==> src/rtl/mem_arb_pkg.sv <==
// mem_arb_pkg: shared types and constants for the multi-core memory arbiter
package mem_arb_pkg;
    typedef enum logic [1:0] {IDLE, ISSUE, RESP} arb_state_t;
    localparam logic [31:0] TIMEOUT_RDATA = 32'h0000_0000;
    function automatic int gid_width(input int n);
        return (n > 1) ? $clog2(n) : 1;
    endfunction
endpackage

==> src/rtl/mem_rr_arbiter_pick.sv <==
// rr_pick: combinational round-robin picker, first request above last_grant wins
module rr_pick #(
    parameter int N = 4,
    parameter int W = 2
) (
    input  logic [N-1:0] req,
    input  logic [W-1:0] last_grant,
    output logic [W-1:0] winner,
    output logic         any_req
);
    logic         found;
    logic [W-1:0] idx;
    always_comb begin
        winner = last_grant;
        found = 1'b0;
        idx = '0;
        for (int i = 1; i <= N; i++) begin
            idx = W'((int'(last_grant) + i) % N);
            if (!found && req[idx]) begin
                winner = idx;
                found = 1'b1;
            end
        end
    end
    assign any_req = |req;
endmodule

==> src/rtl/mem_rr_arbiter.sv <==
// mem_rr_arbiter: round-robin share of one memory/IO port among N picorv32 cores
import mem_arb_pkg::*;
module mem_rr_arbiter #(
    parameter int N_CORES = 4,
    parameter int TIMEOUT = 64
) (
    input  logic                       clk,
    input  logic                       reset,
    input  logic [N_CORES-1:0]         core_valid,
    input  logic [32*N_CORES-1:0]      core_addr,
    input  logic [32*N_CORES-1:0]      core_wdata,
    input  logic [4*N_CORES-1:0]       core_wstrb,
    output logic [N_CORES-1:0]         core_ready,
    output logic [32*N_CORES-1:0]      core_rdata,
    output logic                       m_valid,
    output logic [31:0]                m_addr,
    output logic [31:0]                m_wdata,
    output logic [3:0]                 m_wstrb,
    input  logic                       m_ready,
    input  logic [31:0]                m_rdata,
    output logic [$clog2(N_CORES)-1:0] grant_id,
    output logic                       busy,
    output logic                       timeout_err
);
    localparam int W = gid_width(N_CORES);
    localparam int TW = $clog2(TIMEOUT);
    arb_state_t    state;
    logic [W-1:0]  last_grant;
    logic [W-1:0]  winner;
    logic          any_req;
    logic [TW-1:0] tcnt;
    logic          expired;
    logic          done;

    rr_pick #(.N(N_CORES), .W(W)) u_pick (
        .req       (core_valid),
        .last_grant(last_grant),
        .winner    (winner),
        .any_req   (any_req)
    );

    // m_ready on the final ISSUE cycle takes priority over the abort
    assign expired = tcnt == TW'(TIMEOUT - 1);
    assign done = m_ready || expired;
    assign busy = state != IDLE;

    always_ff @(posedge clk or posedge reset) begin
        if (reset) begin
            state <= IDLE;
            m_valid <= 1'b0;
            m_addr <= '0;
            m_wdata <= '0;
            m_wstrb <= '0;
            core_ready <= '0;
            core_rdata <= '0;
            grant_id <= '0;
            last_grant <= W'(N_CORES - 1);
            tcnt <= '0;
            timeout_err <= 1'b0;
        end else begin
            core_ready <= '0;
            case (state)
                IDLE: if (any_req) begin
                    state <= ISSUE;
                    m_valid <= 1'b1;
                    m_addr <= core_addr[{winner, 5'd0} +: 32];
                    m_wdata <= core_wdata[{winner, 5'd0} +: 32];
                    m_wstrb <= core_wstrb[{winner, 2'd0} +: 4];
                    grant_id <= winner;
                    tcnt <= '0;
                end
                ISSUE: if (done) begin
                    state <= RESP;
                    m_valid <= 1'b0;
                    core_ready[grant_id] <= 1'b1;
                    core_rdata[{grant_id, 5'd0} +: 32] <= m_ready ? m_rdata : TIMEOUT_RDATA;
                    timeout_err <= timeout_err | ~m_ready;
                end else begin
                    tcnt <= tcnt + 1'b1;
                end
                RESP: begin
                    state <= IDLE;
                    last_grant <= grant_id;
                end
                default: state <= IDLE;
            endcase
        end
    end
endmodule

==> config.mk <==
export PLATFORM = sky130hd
export DESIGN_NAME = mem_rr_arbiter
export DESIGN_NICKNAME = d
export VERILOG_FILES = /design/src/rtl/mem_arb_pkg.sv /design/src/rtl/mem_rr_arbiter_pick.sv /design/src/rtl/mem_rr_arbiter.sv
export SDC_FILE = /design/constraint.sdc
export NUM_CORES = 1
export LEC_CHECK = 0
export CAP_MARGIN = 20
export CELL_PAD_IN_SITES_DETAIL_PLACEMENT = 0
export CELL_PAD_IN_SITES_GLOBAL_PLACEMENT = 1
export CORE_AREA = 2 2 203 205
export CTS_BUF_LIST = sky130_fd_sc_hd__clkbuf_8
export DETAILED_ROUTE_END_ITERATION = 8
export DIE_AREA = 0 0 205 207
export GPL_ROUTABILITY_DRIVEN = 0
export PLACE_DENSITY = 0.71
export SYNTH_ARGS = -nofsm -noshare
export SYNTH_HDL_FRONTEND = slang
export SYNTH_SLANG_ARGS = --single-unit
==> constraint.sdc <==
create_clock -name clk -period 10.95 [get_ports clk]
set_clock_uncertainty 0.05 [all_clocks]
set_input_delay 3.285 -clock clk [delete_from_list [all_inputs] [get_ports clk]]
set_output_delay 3.285 -clock clk [all_outputs]
set_load 0.02 [all_outputs]
==> impl_metrics.json, run 1 <==
{
  "yosys.area_share.adder_pct": 0.729,
  "hpwl_mm": 30.0,
  "synth_area_sq_um": 10300,
  "cts_hold_buf": 0,
  "h-tree-depth": 2,
  "fmax_mhz": 189,
  "sw_frac_of_total_pct": 41.6,
  "synth_common_cells": "dfrtp_1, nand2_1, mux2i_1",
  "period_share_pct": 48.4,
  "tritoncts": "yes",
  "fin_cells": 1990,
  "synth_cells": 930,
  "post-route-util_pct": 41.1,
  "die_h_um": 207,
  "tns_ns": 0,
  "yosys-top-cells-area": "dfrtp_1, mux2i_1, mux2_2",
  "p_seq_share_pct": 29.9,
  "pwr-share-clk_pct": 18.2,
  "cts_buffers": 41,
  "synth_xor_area_share_pct": 0.340,
  "critPathKind": "in -> reg",
  "route.detailed.drc": 0,
  "crit_fanout": 36,
  "hold_path_class": "reg -> reg",
  "wl_per_cell_um": 21.0,
  "grt_pass1_vias": 9502,
  "fp.coreArea_sq_um": 40400,
  "vias": 9282,
  "areaGrowthSynthToFinish_pct": 61.3,
  "min_period_ns": 5.30,
  "crit_buf_inv": 2,
  "ys_seq_elements": 214,
  "synth_edf_count": 0,
  "rsz0062_at_grt": "no",
  "clockRootBuffer": "clkbuf_8",
  "synth-main-ff-cell": "dfrtp_1",
  "place_ws_ns": 5.00,
  "grt_pass1_wl_mm": 61.1,
  "start_util_pct": 25.5,
  "setup_viol": 0,
  "vias_per_cell": 4.66,
  "hold_violations": 0,
  "first_pass_iters": 5,
  "die_area_sq_um": 42400,
  "ys_types": 43,
  "ir_worst_vdd_v": 0.000184,
  "insertion_delay_ns": 0.58,
  "placed_cells": 1915,
  "avgSynthCellArea_sq_um": 11.1,
  "grtUsageTotal_pct": 19.1,
  "leakagePower_nw": 7.29,
  "powerDensity_nw_per_um2": 251,
  "path_clk_slew_ns": 0.05,
  "p_sw_mw": 1.73,
  "clock-sinks": 214,
  "slew-limit-headroom_pct": 35.6,
  "ys.warnings.count": 0,
  "io_pins": 516,
  "yosysTopAreaCellShare_pct": 51.6,
  "grt_remaining_overflow": 0,
  "outcome": "finished clean",
  "ant_nets": 0,
  "crit_path_start_kind": "input pin",
  "seq_area_frac_synth_pct": 52.1,
  "synth_simple_gate_area_share_pct": 10.5,
  "max_cap_viol_count": 0,
  "synth_async_sr_flop_share_pct": 100,
  "wl_mm": 41.9,
  "clockBufferDepth": 3,
  "worstPathCellList": "clkdlybuf4s50_1 -> buf_4 -> a31oi_1 -> nor2_1 -> nand2_2 -> mux2_2",
  "post_cts_buffers": 0,
  "critPathArrivalTime_ns": 5.71,
  "synth_largest_area_cell": "dfrtp_1",
  "combinationalPowerShare_pct": 51.9,
  "path_delay_family": "buffers and inverters",
  "drive_above_1_share_pct": 10.0,
  "muxShareOfSynthArea_pct": 20.3,
  "antenna_found_initial": 2,
  "post_cts_resized": 0,
  "port_buffers": 515,
  "grt_max_degree": 108,
  "slew_viol_final": 0,
  "synth_compound_area_share_pct": 11.5,
  "rows": 74,
  "cp_slowest_cell": "nand2_2",
  "syn_nets": 1247,
  "first_iter_violations": 374,
  "synth_top_family_by_area": "multiplexers",
  "synth.most_common_cell": "dfrtp_1",
  "critPathRequiredTime_ns": 11.35,
  "die_w_um": 205,
  "tightest_slew_ns": 0.967,
  "endpoint_kind": "register",
  "worst_slack_ns": 5.65,
  "p_int_mw": 2.43,
  "cpPeakStageDelay_ns": 0.56,
  "final_nets": 1743
}
[placed cells by master (no fill, tap or decap), drive strengths merged, types with 3 or more instances in the layout]
cell,instances
nand2b,5
clkinv,5
ha,6
mux2,65
mux2i,136
nor3,3
dfrtp,212
inv,31
o31ai,66
buf,14
nand2,174
o21ai,6
nor2,72
clkdlybuf4s50,515
xor2,4
nand3,4
clkbuf,47
o221ai,67
[power by group through the flow]
stage / logic [mW] / clock network, mW / registers, mW
after detailed placement: 2.18 / 0 / 1.26
after global placement: 2.16 / 0 / 1.25
final: 2.16 / 0.756 / 1.25
after CTS: 2.18 / 0.790 / 1.25
after global routing: 2.30 / 0.824 / 1.28
after floorplan: 0.886 / 0 / 1.56
[final timing paths]
kind,from,endpoint,slack [ns],depth (start not counted)
max in group asynchronous,reset,core_rdata[93],6.28,3
worst max register to register,tcnt[0],core_rdata[37],8.27,6
min in group asynchronous,reset,core_rdata[126],3.15,2
worst min-delay path,core_rdata[29],core_rdata[29],0.42,2
worst max-delay path,m_ready,core_rdata[37],5.65,6
worst min register to register,core_rdata[29],core_rdata[29],0.42,2
[stage by stage]
stage / area (sq um) / power (mW) / hold WS, ns
6_report: 16600 / 4.16 / 0.421
5_1_grt: 16600 / 4.41 / 0.444
4_1_cts: 16600 / 4.22 / 0.427
3_5_place_dp: 15800 / 3.43 / 0.415
3_3_place_gp: 15800 / 3.41 / 0.410
2_1_floorplan: 10300 / 2.45 / 0.418
[layer usage]
metal | routed length, um | part of all wire (%) | up-vias | global-route usage (%)
met3 | 3250 | 7.8 | 59 | 5.19
met4 | 1010 | 2.4 | 0 | 6.28
met1 | 17100 | 41 | 4524 | 23.8
met2 | 20500 | 49 | 354 | 31.8
li1 | - | - | 4345 | -
met5 | 0 | 0 | - | 0
[tightest hold or removal path: stages, from the launching register on]
cell     delay [ns]
dfrtp_1        0.33
nand2_1        0.05
o31ai_1        0.05
[cell type report]
| class | count | area [sq um] |
|---|---|---|
| repair buffers | 529 | 5270 |
| fillers | 4005 | 23800 |
| inverters | 10 | 45.0 |
| flip-flops and latches | 214 | 5360 |
| clock inverters | 26 | 116 |
| well taps | 532 | 666 |
| diodes | 2 | 5.00 |
| multi-input cells | 630 | 4490 |
| clock buffers | 47 | 647 |
[cells by family (layout without fill, tap and decap cells)]
| group | Yosys count | count (layout) |
|---|---|---|
| fa+ha+maj | 6 | 6 |
| other cells | 0 | 2 |
| compound gates | 149 | 149 |
| simple gates | 270 | 270 |
| mux | 201 | 201 |
| buf+inv | 86 | 612 |
| xor+xnor | 4 | 4 |
| flops | 214 | 214 |
[state kept, by name (all words and copies together) (netlist names)]
signal and count:
m_valid 1, grant_id 2, m_wdata 32, state 2
m_addr 32, core_ready 4, timeout_err 1, last_grant 2
core_rdata 128, m_wstrb 4, tcnt 6
Power figures use the tool's default switching activity.
==> run 2, diff against run 1 <==
==> constraint.sdc (replaced) <==
create_clock -name clk -period 4.9 [get_ports clk]
set_clock_uncertainty 0.05 [all_clocks]
set_input_delay 1.47 -clock clk [delete_from_list [all_inputs] [get_ports clk]]
set_output_delay 1.47 -clock clk [all_outputs]
set_load 0.02 [all_outputs]
==> run 2 against run 1 <==
  * Routed wire length increased by 0.68%
  * Worst hold slack improved by 0.0029 ns
  * Non-clock buffer count rose by 5
  * Count of clock-buffer cells in the layout is 7 higher
  * Critical path type is now reg -> out
==> impl_metrics.json, run 2 (synthesized netlist as in run 1, its figures left out) <==
{
  "slew_viol_final": 0,
  "crit_path_start_kind": "register",
  "rows": 74,
  "wl_mm": 42.2,
  "fin_cells": 1998,
  "largest_reg_flops": 128,
  "die_w_um": 205,
  "endpoint_kind": "output port",
  "grt_pass1_wl_mm": 62.5,
  "start_util_pct": 25.5,
  "ir_worst_vdd_v": 0.000353,
  "tns_ns": 0,
  "grt_remaining_overflow": 0,
  "clockBufferDepth": 3,
  "rsz0062_at_grt": "no",
  "io_pins": 516,
  "fp.coreArea_sq_um": 40400,
  "wl_per_cell_um": 21.1,
  "vias_per_cell": 4.66,
  "ant_nets": 0,
  "cp_slowest_cell": "clkdlybuf4s50_1",
  "r2r_end": "core_rdata[33]",
  "route.met2.wl_mm": 20.8,
  "post_cts_buffers": 0,
  "areaGrowthSynthToFinish_pct": 63.3,
  "path_clk_slew_ns": 0.06,
  "vias": 9312,
  "hold_end": "core_rdata[29]",
  "setup_viol": 0,
  "die_h_um": 207,
  "hpwl_mm": 30.5,
  "layout_common_cells": "clkdlybuf4s50_1, dfrtp_1, nand2_1",
  "period_share_pct": 68.9,
  "clockRootBuffer": "clkbuf_8",
  "cpPeakStageDelay_ns": 0.58,
  "insertion_delay_ns": 0.57,
  "grt_pass1_vias": 9923,
  "tightest_slew_ns": 0.931,
  "drive_above_1_share_pct": 10.7,
  "wl_met3_mm": 3.21,
  "regMostFlops": "core_rdata",
  "worstPathCellList": "or2_1 -> clkdlybuf4s50_1",
  "post_cts_resized": 0,
  "first_pass_iters": 5,
  "critPathArrivalTime_ns": 1.86,
  "hold_violations": 0,
  "largestRegisters": "core_rdata: 128 flops, m_addr: 32 flops, m_wdata: 32 flops",
  "layout.cells.most_common": "clkdlybuf4s50_1",
  "cts_buffers": 42,
  "port_buffers": 515,
  "hold-worst-slack_ns": 0.423,
  "path_delay_family": "buffers and inverters",
  "die_area_sq_um": 42400,
  "max_cap_viol_count": 0,
  "tritoncts": "yes",
  "final_nets": 1749,
  "routed.top_layer": "met4",
  "leakagePower_nw": 7.37,
  "reg2reg_depth": 7,
  "whs_path_depth": 2,
  "crit_fanout": 4,
  "powerDensity_nw_per_um2": 565,
  "rrSetupSlack_ns": 2.35,
  "h-tree-depth": 2,
  "clock-sinks": 214,
  "placed_cells": 1920,
  "hold_path_class": "reg -> reg",
  "critPathRequiredTime_ns": 3.38,
  "r2r_start": "tcnt[0]",
  "critPathKind": "reg -> out",
  "crit_buf_inv": 1,
  "route.detailed.drc": 0,
  "min_period_ns": 3.38,
  "cts_hold_buf": 0,
  "slew-limit-headroom_pct": 38.0,
  "antenna_found_initial": 1,
  "outcome": "finished clean",
  "grtUsageTotal_pct": 19.5,
  "worstHoldStart": "core_rdata[29]",
  "wl_met1_mm": 17.1,
  "grt_max_degree": 70,
  "first_iter_violations": 402,
  "fmax_mhz": 296
}
[run 2: changes by cell type in the layout (fill, tap and decap cells not counted), sizes merged]
cell           before  now
clkbuf             47   54
buf                14   20
inv                31   28
clkinv              5    3
clkdlybuf4s50     515  514
clkinvlp            0    1
[run 2: power by group]
group / total (mW) / switching, mW / internal, mW / leakage, nW
logic: 4.89 / 2.70 / 2.19 / 4.04
clock network: 1.80 / 0.814 / 0.989 / 0.500
registers: 2.80 / 0.388 / 2.42 / 2.84
total: 9.49 / 3.90 / 5.60 / 7.37
[run 2: tightest hold or removal path: cells and delay by family, from the launching register on]
kind	cells	cell delay (ns)
flops	1	0.34
compound gates	1	0.05
simple gates	1	0.05
[run 2: area by class of cell]
type | count | area (sq um)
fillers | 3996 | 23600
well taps | 532 | 666
diodes | 2 | 5.00
clock inverters | 22 | 96.3
multi-input cells | 630 | 4490
clock buffers | 54 | 743
repair buffers | 534 | 5410
inverters | 10 | 41.3
flip-flops and latches | 214 | 5360
[run 2: metal layers]
layer / up-vias / track usage, %
li1: 4361 / -
met1: 4577 / 23.8
met2: 311 / 32.9
met3: 63 / 5.57
met4: 0 / 6.65
met5: - / 0
[run 2: through the flow]
| step | utilization (%) | worst slack, ns | area (sq um) | power [mW] |
|---|---|---|---|---|
| CTS | 41.6 | 1.45 | 16800 | 9.63 |
| global placement | 39.5 | 1.01 | 16000 | 7.70 |
| finish | 41.6 | 1.52 | 16800 | 9.49 |
| floorplan | - | 0.597 | 10300 | 5.48 |
| detailed placement | 39.5 | 1.06 | 16000 | 7.76 |
| global route | 41.6 | 1.41 | 16800 | 10.1 |
[run 2: worst max path at each step]
stage	from	to	slack (ns)	cells past startpoint
floorplan	reset	core_rdata[0]	0.60	1
global placement	core_valid[0]	m_wdata[30]	1.01	6
detailed placement	core_valid[3]	m_addr[29]	1.06	6
CTS	state[0]	busy	1.45	2
global route	state[0]	busy	1.41	2
finish	state[0]	busy	1.52	2
==> run 3, diff against run 2 <==
--- a/config.mk
+++ b/config.mk
@@ -8,12 +8,12 @@
 export CAP_MARGIN = 20
 export CELL_PAD_IN_SITES_DETAIL_PLACEMENT = 0
 export CELL_PAD_IN_SITES_GLOBAL_PLACEMENT = 1
-export CORE_AREA = 2 2 203 205
+export CORE_AREA = 2 2 201 203
 export CTS_BUF_LIST = sky130_fd_sc_hd__clkbuf_8
 export DETAILED_ROUTE_END_ITERATION = 8
-export DIE_AREA = 0 0 205 207
+export DIE_AREA = 0 0 203 205
 export GPL_ROUTABILITY_DRIVEN = 0
-export PLACE_DENSITY = 0.71
+export PLACE_DENSITY = 0.75
 export SYNTH_ARGS = -nofsm -noshare
 export SYNTH_HDL_FRONTEND = slang
 export SYNTH_SLANG_ARGS = --single-unit
==> constraint.sdc (replaced) <==
create_clock -name clk -period 3 [get_ports clk]
set_clock_uncertainty 0.05 [all_clocks]
set_input_delay 0.9 -clock clk [delete_from_list [all_inputs] [get_ports clk]]
set_output_delay 0.9 -clock clk [all_outputs]
set_load 0.02 [all_outputs]
==> run 3 against run 2 <==
  * Sequential share of layout area down 0.42 points
  * Worst hold slack worse by 0.0013 ns
  * Sequential power grew 64%
  * Count of clock-buffer cells in the layout down 1
  * Largest power group unchanged
  * Utilization increased by 1.6 points
  * Critical endpoint unchanged
  * Setup slack got worse by 1.3 ns
  * Highest routed layer unchanged
==> impl_metrics.json, run 3 (synthesized netlist as in run 1, its figures left out) <==
{
  "post-route-util_pct": 43.3,
  "drive_above_1_share_pct": 11.7,
  "worstPathCellList": "or2_1 -> clkdlybuf4s50_1",
  "setup_viol": 0,
  "clockRootBuffer": "clkbuf_8",
  "crit_path_start_kind": "register",
  "slew_viol_final": 0,
  "tritoncts": "yes",
  "grtUsageMet1_pct": 24.2,
  "final_nets": 1766,
  "min_period_ns": 2.82,
  "layout.cells.most_common": "clkdlybuf4s50_1",
  "largest_reg_flops": 128,
  "largestRegisters": "core_rdata: 128 flops, m_addr: 32 flops, m_wdata: 32 flops",
  "post_cts_resized": 0,
  "grt_remaining_overflow": 0,
  "ant_nets": 0,
  "clockBufferDepth": 3,
  "vias_per_cell": 4.67,
  "leakagePower_nw": 7.51,
  "port_buffers": 515,
  "wl_mm": 41.7,
  "grt_pass1_vias": 9556,
  "crit_buf_inv": 1,
  "cp_slowest_cell": "clkdlybuf4s50_1",
  "layout_common_cells": "clkdlybuf4s50_1, dfrtp_1, nand2_1",
  "first_pass_iters": 5,
  "vias": 9382,
  "path_clk_slew_ns": 0.05,
  "clock-sinks": 214,
  "rows": 73,
  "endpoint_kind": "output port",
  "grt_max_degree": 87,
  "first_iter_violations": 470,
  "hold_path_class": "reg -> reg",
  "cpPeakStageDelay_ns": 0.58,
  "crit_fanout": 4,
  "critPathArrivalTime_ns": 1.87,
  "antenna_found_initial": 2,
  "fmax_mhz": 355,
  "max_cap_viol_count": 0,
  "slew-limit-headroom_pct": 55.4,
  "areaGrowthSynthToFinish_pct": 65.5,
  "critPathRequiredTime_ns": 2.05,
  "regMostFlops": "core_rdata",
  "die_w_um": 203,
  "tightest_slew_ns": 0.665,
  "grtUsageTotal_pct": 19.0,
  "post_cts_buffers": 0,
  "rsz0062_at_grt": "no",
  "fin_area_sq_um": 17000,
  "period_share_pct": 94.0,
  "die_area_sq_um": 41600,
  "cts_hold_buf": 0,
  "ir_worst_vdd_v": 0.000447,
  "die_h_um": 205,
  "powerDensity_nw_per_um2": 925,
  "h-tree-depth": 2,
  "critPathKind": "reg -> out",
  "hpwl_mm": 30.3,
  "io_pins": 516,
  "met3_usage_pct": 5.09,
  "route.detailed.drc": 0,
  "power_mw": 15.7,
  "wl_per_cell_um": 20.7,
  "dpl-instance-area_sq_um": 16200,
  "path_delay_family": "buffers and inverters",
  "cts_buffers": 43,
  "hold_violations": 0,
  "use_met2_pct": 30.9,
  "outcome": "finished clean",
  "grt_pass1_wl_mm": 59.9,
  "fp.coreArea_sq_um": 39400,
  "top_usage_layer": "met2",
  "insertion_delay_ns": 0.57,
  "fillers": 3813,
  "start_util_pct": 26.1
}
[run 3: worst register-to-register path, delay by kind of cell (launching register included)]
kind            cells  cell delay (ns)
simple gates        3             0.57
flops               1             0.39
mux                 1             0.39
compound gates      1             0.37
buf+inv             1             0.24
fa+ha+maj           1             0.23
[run 3: stage by stage]
step | setup WS, ns | std cells | TNS (ns) | hold WS, ns
after floorplan | -0.733 | 930 | -155.33 | 0.418
after global placement | 0.106 | 1929 | 0 | 0.410
after detailed placement | 0.0438 | 1929 | 0 | 0.414
after CTS | 0.122 | 2007 | 0 | 0.427
after global routing | 0.100 | 2009 | 0 | 0.444
final | 0.180 | 2009 | 0 | 0.422
[run 3: where the power goes]
group | switching, mW | leakage (nW) | internal [mW] | total [mW]
registers | 0.636 | 2.84 | 3.94 | 4.58
logic | 4.41 | 4.15 | 3.74 | 8.16
clock network | 1.33 | 0.517 | 1.68 | 3.01
total | 6.38 | 7.51 | 9.37 | 15.7
[run 3: final cells by class]
cell class / instances / area, sq um / area share (%)
clock inverters: 25 / 134 / 0.786
multi-input cells: 630 / 4490 / 26.4
repair buffers: 550 / 5610 / 33.0
flip-flops and latches: 214 / 5360 / 31.5
diodes: 2 / 5.00 / 0.0294
inverters: 10 / 41.3 / 0.242
well taps: 525 / 657 / 3.86
clock buffers: 53 / 729 / 4.28
[run 3: worst paths after layout]
check	start	end	slack, ns	depth (start not counted)
setup / recovery	state[0]	busy	0.18	2
hold / removal	core_rdata[16]	core_rdata[16]	0.42	2
setup reg to reg	tcnt[0]	core_rdata[66]	0.63	7
hold reg to reg	core_rdata[16]	core_rdata[16]	0.42	2
max in group asynchronous	reset	tcnt[0]	1.67	3
min in group asynchronous	reset	core_rdata[98]	0.77	3
[run 3: per-layer routing]
layer,vias to the layer above,share of wire [%]
li1,4397,-
met1,4565,42
met2,349,48
met3,71,6.8
met4,0,2.9
met5,-,0
